### config.mk
export PLATFORM = sky130hd
export DESIGN_NAME = stream_pixel_unpacker
export DESIGN_NICKNAME = d
export VERILOG_FILES = /design/src/rtl/stream_pixel_unpacker.sv
export SDC_FILE = /design/constraint.sdc
export NUM_CORES = 1
export LEC_CHECK = 0
export BUFFER_PORTS_ARGS = -buffer_cell sky130_fd_sc_hd__buf_2
export CORE_ASPECT_RATIO = 1.5
export CORE_UTILIZATION = 49
export DETAILED_ROUTE_END_ITERATION = 12
export PLACE_DENSITY = 0.74
export SLEW_MARGIN = 0
export SYNTH_ARGS = -nofsm -noshare
export SYNTH_HDL_FRONTEND = slang
export SYNTH_SLANG_ARGS = --single-unit
### constraint.sdc
create_clock -name ACLK -period 2.6 [get_ports ACLK]
set_clock_uncertainty 0.2 [all_clocks]
set_input_delay 0.13 -clock ACLK [delete_from_list [all_inputs] [get_ports ACLK]]
set_output_delay 0.13 -clock ACLK [all_outputs]
set_load 0.02 [all_outputs]
### src/rtl/stream_pixel_unpacker.sv
// stream_pixel_unpacker
//   Splits words from a show-ahead input FIFO into a stream of single bytes.
//   One word is held at a time. Its strobed lanes are emitted in ascending
//   lane order, and lanes whose strobe is clear are skipped. The next word is
//   popped on the same edge that consumes the final byte of the held word, so
//   a non-empty FIFO and a ready consumer give one byte per cycle with no gaps.
//
// Ports
//   ACLK, ARESET       clock; asynchronous active-high reset
//   isif_*_dout        head-of-FIFO word: data, strobes, last and user flags
//   isif_empty_n       the FIFO holds at least one word
//   isif_read          pops the head word on this edge
//   pix_data/valid/ready/last/user   byte output handshake
//   byte_cnt           bytes accepted so far in the current packet
//   err_null_last      pulses when a dropped all-null word carried last=1
module stream_pixel_unpacker #(
  parameter int TBITS = 32,
  parameter int TBYTE = 4
) (
  input  logic             ACLK,
  input  logic             ARESET,
  input  logic [TBITS-1:0] isif_data_dout,
  input  logic [TBYTE-1:0] isif_strb_dout,
  input  logic             isif_last_dout,
  input  logic             isif_user_dout,
  input  logic             isif_empty_n,
  output logic             isif_read,
  output logic [7:0]       pix_data,
  output logic             pix_valid,
  input  logic             pix_ready,
  output logic             pix_last,
  output logic             pix_user,
  output logic [15:0]      byte_cnt,
  output logic             err_null_last
);

  typedef enum logic {S_EMPTY, S_HOLD} state_t;

  state_t           state_q, state_d;
  logic [TBITS-1:0] data_q, data_d;
  logic [TBYTE-1:0] mask_q, mask_d;
  logic             last_q, last_d;
  logic             user_q, user_d;
  logic             first_q, first_d;
  logic [15:0]      byte_cnt_q, byte_cnt_d;
  logic             err_q, err_d;

  logic [TBYTE-1:0] low_bit;
  logic             one_left;
  logic             handshake;

  // Isolate the lowest remaining lane. When exactly one lane is left, the
  // isolated bit equals the whole mask.
  always_comb begin
    low_bit  = mask_q & (~mask_q + TBYTE'(1));
    one_left = (mask_q != '0) && (mask_q == low_bit);
  end

  // Output decode. pix_data reads as zero whenever nothing is held.
  always_comb begin
    pix_data = 8'h00;
    for (int i = 0; i < TBYTE; i++) begin
      if (low_bit[i]) begin
        pix_data = data_q[8*i +: 8];
      end
    end
    pix_valid     = (state_q == S_HOLD);
    pix_last      = pix_valid && last_q && one_left;
    pix_user      = pix_valid && user_q && first_q;
    handshake     = pix_valid && pix_ready;
    isif_read     = !ARESET && isif_empty_n &&
                    ((state_q == S_EMPTY) || (handshake && one_left));
    byte_cnt      = byte_cnt_q;
    err_null_last = err_q;
  end

  // Next-state logic. The handshake retires the current lane first. A pop
  // then overwrites the whole holding register. A pop only occurs when the
  // register is empty or is being emptied on this edge.
  always_comb begin
    data_d     = data_q;
    mask_d     = mask_q;
    last_d     = last_q;
    user_d     = user_q;
    first_d    = first_q;
    byte_cnt_d = byte_cnt_q;
    err_d      = 1'b0;

    if (handshake) begin
      mask_d  = mask_q & ~low_bit;
      first_d = 1'b0;
      // The end of a packet clears the count before a frame start sets it.
      // A single byte that is both first and last therefore leaves zero.
      if (pix_last) begin
        byte_cnt_d = 16'd0;
      end else if (pix_user) begin
        byte_cnt_d = 16'd1;
      end else if (byte_cnt_q != 16'hFFFF) begin
        byte_cnt_d = byte_cnt_q + 16'd1;
      end
    end

    if (isif_read) begin
      data_d  = isif_data_dout;
      mask_d  = isif_strb_dout;
      last_d  = isif_last_dout;
      user_d  = isif_user_dout;
      first_d = 1'b1;
      err_d   = (isif_strb_dout == '0) && isif_last_dout;
    end

    state_d = (mask_d != '0) ? S_HOLD : S_EMPTY;
  end

  always_ff @(posedge ACLK or posedge ARESET) begin
    if (ARESET) begin
      state_q    <= S_EMPTY;
      data_q     <= '0;
      mask_q     <= '0;
      last_q     <= 1'b0;
      user_q     <= 1'b0;
      first_q    <= 1'b0;
      byte_cnt_q <= 16'd0;
      err_q      <= 1'b0;
    end else begin
      state_q    <= state_d;
      data_q     <= data_d;
      mask_q     <= mask_d;
      last_q     <= last_d;
      user_q     <= user_d;
      first_q    <= first_d;
      byte_cnt_q <= byte_cnt_d;
      err_q      <= err_d;
    end
  end

endmodule

==> flow_metrics.py <==
metrics = {
    "finish": {
        "diodes": 0,
        "syn_to_final_growth_pct": 35.0,
        "drive_gt1_frac": 0.353,
        "mostFrequentLayoutCells": "70 x buf_2, 56 x dfrtp_1, 40 x dlygate4sd3_1",
        "final_nets": 438,
        "design_area_um2": 4170,
        "final_common_cell": "buf_2",
    },
    "die": {
        "io_pins": 71,
        "fp.dieW_um": 66.8,
        "dieArea_um2": 6640,
        "die_h_um": 99.3,
        "rows": 35,
        "core_um2": 6130,
        "floorplan.initialDensity": 0.504,
    },
    "clock_tree": {
        "worstSkewPairLatency_ns": 0.35,
        "root_buffer": "clkbuf_8",
        "cts_sinks": 57,
        "clk_pin_slew_ns": 0.06,
        "cts_tree": "yes",
        "post-cts-setup-buffers": 0,
        "numCtsBuffers": 9,
        "clockBufferDepth": 2,
        "htreeDepth": 3,
    },
    "detailed_routing": {
        "drc_errors": 0,
        "ant_nets": 0,
        "first_pass_iters": 4,
        "drt_iter0_drc": 161,
        "vias_per_cell": 5.77,
        "wl_um": 8400,
        "wl_per_cell_um": 17.7,
        "vias": 2733,
    },
    "timing": {
        "drv_slew": 0,
        "worstMarginPinSlew_ns": 0.718,
        "max_slew_margin": 0.521,
        "rsz0062_at_grt": "no",
        "fmax_ghz": 0.400,
        "tns_ns": 0,
        "hold_viol": 0,
        "period_needed_ns": 2.50,
        "period_share": 0.961,
        "finalSetupViolations": 0,
    },
    "synthesis": {
        "ys_top_cells_by_area": "dfrtp_1 46%, mux2_4 16%, a31oi_1 3.8%",
        "synth_enable_flop_cells": 0,
        "syn_area_um2": 3090,
        "synth_top_area_cell": "dfrtp_1",
        "syn_nets": 320,
        "avgSynthCellArea_um2": 11.2,
        "yosysSeqAreaShare": 0.462,
        "synth.yosys.warnings": 0,
        "synth_flop_cell": "dfrtp_1",
        "synth_cell_types": 45,
        "synth_cells": 277,
        "async_reset_ff_frac": 1.00,
        "yosysTopAreaCellShare": 0.462,
        "ys_seq_elements": 57,
    },
    "worst_setup_path": {
        "crit_arrival_ns": 2.17,
        "cp-endpoint": "isif_read",
        "cp.required_ns": 2.27,
        "critPathLaunchType": "register",
        "r2r_cells": 7,
        "reg2reg_from": "byte_cnt[0]",
        "critPathKind": "reg -> out",
        "cp_max_fo": 11,
        "endpoint_kind": "primary output",
        "crit_start": "mask_q[3]",
        "r2r_slack_ns": 0.23,
        "r2r_end": "byte_cnt[7]",
    },
    "run": {
        "cap_violations": 0,
    },
    "global_route": {
        "grt_antenna_before_repair": 0,
        "grt_use_total": 0.271,
        "grt_use_met3": 0.0562,
        "met1_usage": 0.308,
        "grt_max_degree": 58,
        "grtUsageMet2": 0.470,
        "grt_pass1_wl_um": 13100,
        "gr-max-usage-layer": "met2",
        "grt_pass1_vias": 2697,
        "grt_overflow": 0,
    },
    "pwr": {
        "peakVddDrop_mv": 0.923,
        "power_density_nw_per_um2": 1090,
        "leakagePower_nw": 1.95,
    },
    "placement": {
        "placed_area_um2": 3530,
        "routabilityCongestion": 0.864,
        "io_buffers": 70,
        "hpwl_um": 5190,
    },
    "outcome": {
        "status": "complete, no violations",
    },
    "worst_hold_path": {
        "hold_depth": 4,
        "min_path_type": "in -> reg",
    },
}
-- cell usage after synthesis, drive strengths merged (3+ instances only) --
library cell,instances
a31oi,19
o21ai,15
mux2i,8
o22ai,3
nor3,5
nor2,10
dfrtp,57
buf,6
a21oi,11
mux2,35
a22oi,8
or3,6
nand3,9
inv,12
o31a,3
nand3b,3
nand2,21
and3,4
clkbuf,12
and4,3
nand4,6
-- worst min path at each step --
stage	start	endpoint	slack, ns
after floorplan	ARESET	byte_cnt[0]	0.02
after global placement	isif_data_dout[10]	data_q[10]	0.16
after detailed placement	isif_data_dout[10]	data_q[10]	0.17
after CTS	pix_ready	mask_q[0]	0.12
after global routing	pix_ready	mask_q[0]	0.16
final	pix_ready	mask_q[0]	0.12
-- routing by layer --
| metal | part of all wire | wire length [um] |
|---|---|---|
| met4 | 0.027 | 227 |
| met1 | 0.38 | 3180 |
| met2 | 0.55 | 4600 |
| met3 | 0.045 | 380 |
| met5 | 0 | 0 |
-- layout make-up --
class	count	area, um^2
inverters	12	48.8
multi-input cells	190	1480
clock inverters	4	50.0
flip-flops and latches	57	1430
fillers	456	1960
repair buffers	125	906
well taps	74	92.6
clock buffers	12	165
-- stage by stage --
step | power (W) | util | setup WS [ns] | hold WS, ns | instances
after floorplan | 0.00297 | - | 0.268 | 0.0211 | 277
after global placement | 0.00347 | 0.576 | 0.347 | 0.160 | 417
after detailed placement | 0.00353 | 0.576 | 0.278 | 0.165 | 417
after CTS | 0.00447 | 0.676 | 0.0577 | 0.124 | 473
after global routing | 0.00478 | 0.681 | 0.00794 | 0.162 | 474
final | 0.00454 | 0.681 | 0.102 | 0.125 | 474
-- cells by family (layout without fill, tap and decap cells) --
group,Yosys count,after routing,share of synthesized area
buffers and inverters,30,153,0.0587
AO/OA/AOI/OAI,69,69,0.145
adder cells (fa/ha/maj),2,2,0.00729
AND/OR/NAND/NOR,75,75,0.131
XOR/XNOR,1,1,0.00283
multiplexers,43,43,0.194
flip-flops,57,57,0.462
-- report_power, final --
part           internal, W  switching, W  leakage [nW]
clock             0.000519      0.000365         0.105
combinational     0.000983       0.00109          1.14
sequential         0.00126      0.000318         0.701
-- timing repair --
action,4_1_cts,5_1_grt
hold buffers,40,0
endpoints found under the setup margin,0,1
resized for setup,0,1
hold endpoints to repair,97,0
-- flip-flops by register name (all words and copies together), names as in the netlist --
signal	count
data_q	32
byte_cnt	16
mask_q	4
pix_valid	1
user_q	1
last_q	1
first_q	1
err_null_last	1
-- worst max-delay path, cell delays in order, from the launching register on --
cell     delay, ns
dfrtp_1       0.46
or4b_1        0.50
o31ai_1       0.12
o21ai_2       0.11
a21oi_4       0.26
buf_12        0.19
buf_2         0.17
No activity file was read; power rests on OpenSTA's default activity.
